===== config.mk =====
export PLATFORM = sky130hd
export DESIGN_NAME = ifu_fetch
export DESIGN_NICKNAME = d
export VERILOG_FILES = /design/src/rtl/ifu_fetch.sv
export SDC_FILE = /design/constraint.sdc
export NUM_CORES = 1
export LEC_CHECK = 0
export ABC_AREA = 1
export ABC_CLOCK_PERIOD_IN_PS = 6440
export BUFFER_PORTS_ARGS = -buffer_cell sky130_fd_sc_hd__buf_2
export CORE_ASPECT_RATIO = 1.1
export CORE_MARGIN = 2
export CORE_UTILIZATION = 61
export CTS_CLUSTER_SIZE = 40
export DETAILED_ROUTE_END_ITERATION = 8
export GPL_TIMING_DRIVEN = 0
export PLACE_DENSITY = 0.86
export SYNTH_ARGS = -nofsm -noshare
export SYNTH_HDL_FRONTEND = slang
export SYNTH_SLANG_ARGS = --single-unit

===== constraint.sdc =====
create_clock -name clk -period 6.44 [get_ports clk]
set_clock_uncertainty 0.1 [all_clocks]
set_input_delay 0.322 -clock clk [delete_from_list [all_inputs] [get_ports clk]]
set_output_delay 0.322 -clock clk [all_outputs]
set_load 0.02 [all_outputs]

===== src/rtl/ifu_fetch.sv =====
// rtl/ifu_fetch.sv - instruction fetch unit: fetch PC, one-outstanding memory requests, fetch buffer
module ifu_fetch #(
  parameter int unsigned     XLEN     = 32,
  parameter logic [XLEN-1:0] RESET_PC = 32'h8000_0000,
  parameter int unsigned     DEPTH    = 2
) (
  input  logic            clk,
  input  logic            rst_n,
  output logic            req_valid,
  input  logic            req_ready,
  output logic [XLEN-1:0] req_addr,
  input  logic            rsp_valid,
  input  logic [XLEN-1:0] rsp_data,
  input  logic            rsp_err,
  output logic            out_valid,
  input  logic            out_ready,
  output logic [XLEN-1:0] out_pc,
  output logic [XLEN-1:0] out_inst,
  output logic [1:0]      out_err,
  input  logic            redirect_valid,
  input  logic [XLEN-1:0] redirect_pc
);

  localparam int unsigned AW      = $clog2(DEPTH);
  localparam logic [AW:0] DEPTH_C = (AW+1)'(DEPTH);

  localparam logic [1:0] ERR_NONE     = 2'd0;
  localparam logic [1:0] ERR_ACCESS   = 2'd1;
  localparam logic [1:0] ERR_MISALIGN = 2'd2;

  typedef enum logic [1:0] {
    S_REQ,
    S_WAIT,
    S_DROP,
    S_HALT
  } state_t;

  state_t          state_q, state_d;
  logic [XLEN-1:0] fpc_q, fpc_d;
  logic [XLEN-1:0] opc_q, opc_d;

  logic [XLEN-1:0] buf_pc   [DEPTH];
  logic [XLEN-1:0] buf_inst [DEPTH];
  logic [1:0]      buf_err  [DEPTH];
  logic [AW-1:0]   wr_ptr, rd_ptr;
  logic [AW:0]     count;

  logic            full;
  logic            misaligned;
  logic            req_fire;
  logic            pop;
  logic            push;
  logic [XLEN-1:0] push_pc;
  logic [XLEN-1:0] push_inst;
  logic [1:0]      push_err;
  logic            outstanding;

  // Request and buffer outputs come straight from registers.
  assign full       = (count == DEPTH_C);
  assign misaligned = (fpc_q[1:0] != 2'b00);
  assign req_valid  = (state_q == S_REQ) && !full && !misaligned;
  assign req_addr   = fpc_q;
  assign req_fire   = req_valid && req_ready;

  assign out_valid  = (count != '0);
  assign out_pc     = buf_pc[rd_ptr];
  assign out_inst   = buf_inst[rd_ptr];
  assign out_err    = buf_err[rd_ptr];
  assign pop        = out_valid && out_ready && !redirect_valid;

  always_comb begin
    state_d     = state_q;
    fpc_d       = fpc_q;
    opc_d       = opc_q;
    push        = 1'b0;
    push_pc     = fpc_q;
    push_inst   = '0;
    push_err    = ERR_NONE;
    outstanding = 1'b0;

    case (state_q)
      S_REQ: begin
        if (misaligned) begin
          if (!full) begin
            push     = 1'b1;
            push_pc  = fpc_q;
            push_err = ERR_MISALIGN;
            state_d  = S_HALT;
          end
        end else if (req_fire) begin
          opc_d   = fpc_q;
          state_d = S_WAIT;
        end
      end
      S_WAIT: begin
        if (rsp_valid) begin
          push      = 1'b1;
          push_pc   = opc_q;
          push_inst = rsp_data;
          push_err  = rsp_err ? ERR_ACCESS : ERR_NONE;
          fpc_d     = opc_q + XLEN'(4);
          state_d   = rsp_err ? S_HALT : S_REQ;
        end
      end
      S_DROP: begin
        if (rsp_valid) begin
          state_d = S_REQ;
        end
      end
      S_HALT: begin
        state_d = S_HALT;
      end
      default: begin
        state_d = S_REQ;
      end
    endcase

    // A redirect overrides everything; DROP swallows the response still owed by memory.
    if (redirect_valid) begin
      push        = 1'b0;
      fpc_d       = redirect_pc;
      outstanding = ((state_q == S_WAIT) && !rsp_valid) ||
                    ((state_q == S_DROP) && !rsp_valid) ||
                    ((state_q == S_REQ)  && req_fire);
      state_d     = outstanding ? S_DROP : S_REQ;
    end
  end

  always_ff @(posedge clk) begin
    if (!rst_n) begin
      state_q <= S_REQ;
      fpc_q   <= RESET_PC;
      opc_q   <= '0;
      wr_ptr  <= '0;
      rd_ptr  <= '0;
      count   <= '0;
      for (int i = 0; i < DEPTH; i++) begin
        buf_pc[i]   <= '0;
        buf_inst[i] <= '0;
        buf_err[i]  <= ERR_NONE;
      end
    end else begin
      state_q <= state_d;
      fpc_q   <= fpc_d;
      opc_q   <= opc_d;
      if (redirect_valid) begin
        wr_ptr <= '0;
        rd_ptr <= '0;
        count  <= '0;
      end else begin
        if (push) begin
          buf_pc[wr_ptr]   <= push_pc;
          buf_inst[wr_ptr] <= push_inst;
          buf_err[wr_ptr]  <= push_err;
          wr_ptr           <= wr_ptr + AW'(1);
        end
        if (pop) begin
          rd_ptr <= rd_ptr + AW'(1);
        end
        case ({push, pop})
          2'b10:   count <= count + (AW+1)'(1);
          2'b01:   count <= count - (AW+1)'(1);
          default: count <= count;
        endcase
      end
    end
  end

endmodule


# Word-level counts from Yosys, hierarchy flattened
# Memory sizes are Yosys's and may differ from the RTL's. A register that Yosys moved wholly into a read port is not among the register bits.
# Index checks and enable logic that the tools add are counted.
op_classes:
  add_sub_neg: 5
  eq_ne: 10
  n_mux: 47
  bitwise_logic: 2
  n_reduce_logical: 27
op_table:
  columns: ["op", "count"]
  rows:
  - ["2-to-1 mux 32 bit", 9]
  - ["OR reduction 32 bit", 2]
  - ["adder 32 x 3 -> 32 bit (second input constant)", 1]
  - ["2-to-1 mux 1 bit", 23]
  - ["2-to-1 mux 2 bit", 11]
  - ["nonzero test 2 bit", 5]
  - ["equality test 2 bit (second input constant)", 4]
  - ["logical AND 1 bit", 8]
  - ["!= test 4 bit (second input constant)", 2]
  - ["case mux 2 bit (2 select lines)", 2]
  - ["case mux 2 bit (4 select lines)", 1]
  - ["!= test 3 bit (second input constant)", 2]
  - ["equality test 2 x 1 -> 1 bit (second input constant)", 2]
  - ["logical NOT 1 bit", 4]
  - ["AND reduction 4 bit", 1]
  - ["OR reduction 2 bit", 2]
  - ["AND reduction 3 bit", 1]
  - ["adder 1 bit (second input constant)", 2]
  - ["adder 2 x 1 -> 2 bit (second input constant)", 1]
  - ["logical NOT 2 bit", 1]
  - ["logical OR 1 bit", 2]
  - ["NOT 1 bit", 2]
  - ["case mux 1 bit (2 select lines)", 1]
  - ["AND reduction 2 bit", 1]
  - ["subtractor 2 x 1 -> 2 bit (second input constant)", 1]
word_totals:
  register_bits: 70
  mem_bits_rw: 132
  input_bits: 71
  out_inout_bits: 100
  wordCells: 100
  n_memories: 3
mem_list:
  columns: ["name", "words", "width", "read_ports", "rd_clocked_by_memory_dff", "wr", "line_no", "source"]
  rows:
  - ["buf_inst", 2, 32, 1, 1, 2, "43", "logic [XLEN-1:0] buf_inst [DEPTH];"]
  - ["buf_pc", 2, 32, 1, 1, 2, "42", "logic [XLEN-1:0] buf_pc [DEPTH];"]
  - ["buf_err", 2, 2, 1, 1, 2, "44", "logic [1:0] buf_err [DEPTH];"]

# Logic depth before layout (Yosys ltp)
logic_depth:
  word_depth: 11
  depth_mapped: 10
  mapped_depth_nobuf: 10

# Worst setup path before layout
# Ideal clock, no wire load.
synth_timing:
  path_kind: "register to register"
  startpoint: "register fpc_q[1] (netlist: req_addr[1])"
  endpoint: "memory buf_err[1][0], enable pin"
  setup_ns: 0.426
  t_arrival_ns: 2.684
  required_time_ns: 5.914
  path_slack_ns: 3.230
  path_stages_with_launch: 9
  path_buffers: 2
  period_less_slack_ns: 3.210
  path_cell_list: "dfxtp_1 > inv_1 > nand2_1 > nand3_2 > nand2_2 > nand3_2 > buf_4 > buf_2 > nand2_1"
synth_rtl:
  columns: ["element", "line_no", "source"]
  rows:
  - ["start: declaration", "39", "logic [XLEN-1:0] fpc_q, fpc_d;"]
  - ["start signal: assignment", "144", "fpc_q <= fpc_d;"]
  - ["end: declaration", "44", null]

==> flow_metrics.py <==
metrics = {
    "clock_network": {
        "cts_buffers": 21,
        "clock_tree.root_cell": "clkbuf_16",
        "worstSkewPairLatency_ns": 0.48,
        "cts_tree": "done",
        "path_clk_slew_ns": 0.06,
        "postCtsSetupBuffers": 0,
        "cts.sinks": 203,
        "cts.repair.resized": 0,
        "ctsLongestPathBuffers": 3,
        "htreeDepth": 1,
    },
    "drt": {
        "drtIter0Drc": 675,
        "first_pass_iters": 5,
        "wl_mm": 25.6,
        "routedWlPerCell_um": 17.6,
        "drtAntennaViolNets": 0,
        "drc": 0,
        "viasPerCell": 5.55,
        "via_count": 8070,
    },
    "sta": {
        "period_share_pct": 41.0,
        "hold_slack_ns": 0.00755,
        "relSlewSlack_pct": 39.6,
        "setup_tns_ns": 0,
        "worstMarginPinSlew_ns": 0.906,
        "min_period_ns": 2.64,
        "finalSetupViolCount": 0,
        "hold_viol_final": 0,
        "rsz0062_at_grt": "false",
        "timing.fmax_mhz": 379,
        "drv_slew": 0,
    },
    "place": {
        "gp_congestion": 0.962,
        "port_buffers": 169,
        "dpl.hpwl_mm": 17.9,
    },
    "power_and_ir_drop": {
        "power_mw": 3.16,
        "power_leakage_nw": 4.84,
        "powerDensity_nw_per_um2": 275,
        "vdd_drop_max_uv": 232,
    },
    "grt": {
        "grt-ovfl-total": 0,
        "grt_max_degree": 67,
        "antenna_found_initial": 0,
        "grt_pass1_vias": 7778,
        "gr-usage-all-layers_pct": 30.0,
        "grt_pass1_wl_mm": 38.9,
    },
    "synth": {
        "yosysTopAreaCell": "edfxtp_1",
        "yosysMostFrequentCell": "nand2_1",
        "synth_edf_count": 132,
        "synth_top_area_share_pct": 40.9,
        "syn_inst": 1046,
        "syn_nets": 1119,
        "yosysWarnings": 0,
        "synthDistinctLibCells": 31,
        "synth_ff_type": "edfxtp_1",
        "avgSynthCellArea_um2": 9.26,
        "ys_seq_area_share_pct": 55.6,
        "synth_area_leaders": "edfxtp_1 41%, dfxtp_1 15%, mux2_2 7.7%, nand2_1 7.5%, nor2_1 4.8%",
        "synth_area_um2": 9690,
        "async_flop_share_pct": 0,
        "yosys_register_bits": 203,
        "synthTopCellsByCount": "194 x nand2_1, 132 x edfxtp_1, 124 x nor2_1, 116 x inv_1, 72 x o21ai_0",
    },
    "floorplan": {
        "die_area_um2": 16900,
        "die_w_um": 124,
        "fp-row-count": 48,
        "dieHeight_um": 136,
        "ios": 171,
        "fp.coreArea_um2": 15600,
        "initial_core_util_pct": 62.0,
    },
    "outcome": {
        "status": "completed",
    },
    "critical_path": {
        "arrival_ns": 2.65,
        "worst_setup_path_end_kind": "flip-flop",
        "cp-start-kind": "flip-flop",
        "crit_type": "reg2reg",
        "worstPathMaxFanout": 66,
        "required_ns": 6.45,
    },
    "layout": {
        "multi_input_area_um2": 3570,
        "fin_nets": 1313,
        "fill_cells": 1178,
        "syn_to_final_growth_pct": 18.6,
        "diodes": 0,
        "drive_gt1_share_pct": 26.8,
        "utilization_pct": 73.5,
        "register_area_um2": 5390,
    },
    "flow_run": {
        "drv_cap": 0,
    },
    "hold_path": {
        "hp-class": "in2reg",
    },
}
## logic make-up (layout without fill, tap and decap cells)
logic type / Yosys count / in the layout / share of synthesized area (%)
buffers and inverters: 175 / 383 / 7.74
AND/OR/NAND/NOR: 434 / 434 / 19.3
adder cells (fa/ha/maj): 2 / 2 / 0.258
multiplexers: 70 / 70 / 8.09
XOR/XNOR: 12 / 12 / 1.09
flip-flops: 203 / 203 / 55.6
AO/OA/AOI/OAI: 150 / 150 / 7.92
## through the flow
stage | setup slack, ns | std cells | area (µm²)
final | 3.80 | 1454 | 11500
after CTS | 3.84 | 1454 | 11500
after detailed placement | 3.74 | 1415 | 10800
after global placement | 2.35 | 1415 | 10800
after floorplan | 3.23 | 1046 | 9690
after global routing | 3.67 | 1454 | 11500
## layout by cell type (no fill, tap or decap), types with 2 or more instances in the layout
master / instances
a21oi_1: 52
a31oi_1: 9
buf_2: 195
buf_4: 4
buf_6: 6
bufinv_16: 2
clkbuf_1: 23
clkbuf_16: 21
clkinv_1: 2
clkinv_2: 6
clkinvlp_4: 3
dfxtp_1: 71
dlygate4sd3_1: 2
edfxtp_1: 132
ha_1: 2
inv_1: 116
inv_2: 2
mux2_2: 66
mux2i_1: 4
nand2_1: 192
nand2_2: 6
nand2_4: 2
nand3_1: 30
nand3_2: 3
nor2_1: 124
nor2_2: 6
nor3_1: 57
nor3_2: 10
o21ai_0: 72
o21ai_1: 15
xnor2_1: 3
xor2_1: 9
## cell type report
class / instances / area share [%]
inverters: 118 / 3.86
repair buffers: 171 / 7.54
well taps: 200 / 2.18
clock buffers: 24 / 4.76
flip-flops and latches: 203 / 46.9
multi-input cells: 668 / 31.1
clock inverters: 13 / 1.05
plain buffers: 57 / 2.67
## critical path, stage by stage (launching register included)
cell	delay (ns)
dfxtp_1	0.38
inv_1	0.08
nand2_2	0.09
nand3_2	0.14
nand2_2	0.14
nand3_2	0.15
buf_4	0.23
buf_2	0.22
nand2_4	0.68
## sequential cells by signal, summed over array words and instances, names as in the netlist, named ones only
name,count
rd_ptr,1
buf_err,4
wr_ptr,1
buf_pc,64
opc_q,32
req_addr,32
state_q,2
count,2
buf_inst,64
## power by group
part / internal, mW / leakage, nW / switching (mW)
logic: 0.144 / 2.56 / 0.295
registers: 1.47 / 1.96 / 0.0549
clock network: 0.690 / 0.324 / 0.502
## what timing repair did
item / in CTS / in global routing
hold buffers: 2 / 0
endpoints found under the hold margin: 2 / 0
endpoints found under the setup margin: 0 / 0
## path summary, 6_finish.rpt
path / from / to / slack, ns / depth (start not counted)
setup reg to reg: count[0]$_SDFFE_PP0P_ / buf_pc[1][16]$_SDFFCE_PN0P_ / 3.80 / 8
setup / recovery: count[0]$_SDFFE_PP0P_ / buf_pc[1][16]$_SDFFCE_PN0P_ / 3.80 / 8
hold / removal: redirect_pc[8] / req_addr[8]$_SDFFE_PN0P_ / 0.008 / 3
hold reg to reg: opc_q[0]$_SDFFE_PN0P_ / opc_q[0]$_SDFFE_PN0P_ / 0.34 / 2
## layer usage
metal,share of wire (%),track usage [%],vias to the layer above
li1,-,-,3869
met2,48,50.5,406
met4,3.5,11.9,0
met3,8.3,3.65,61
met1,40,39.3,3734
met5,0,0,-
Note: power is estimated with default switching activity, not from simulation.
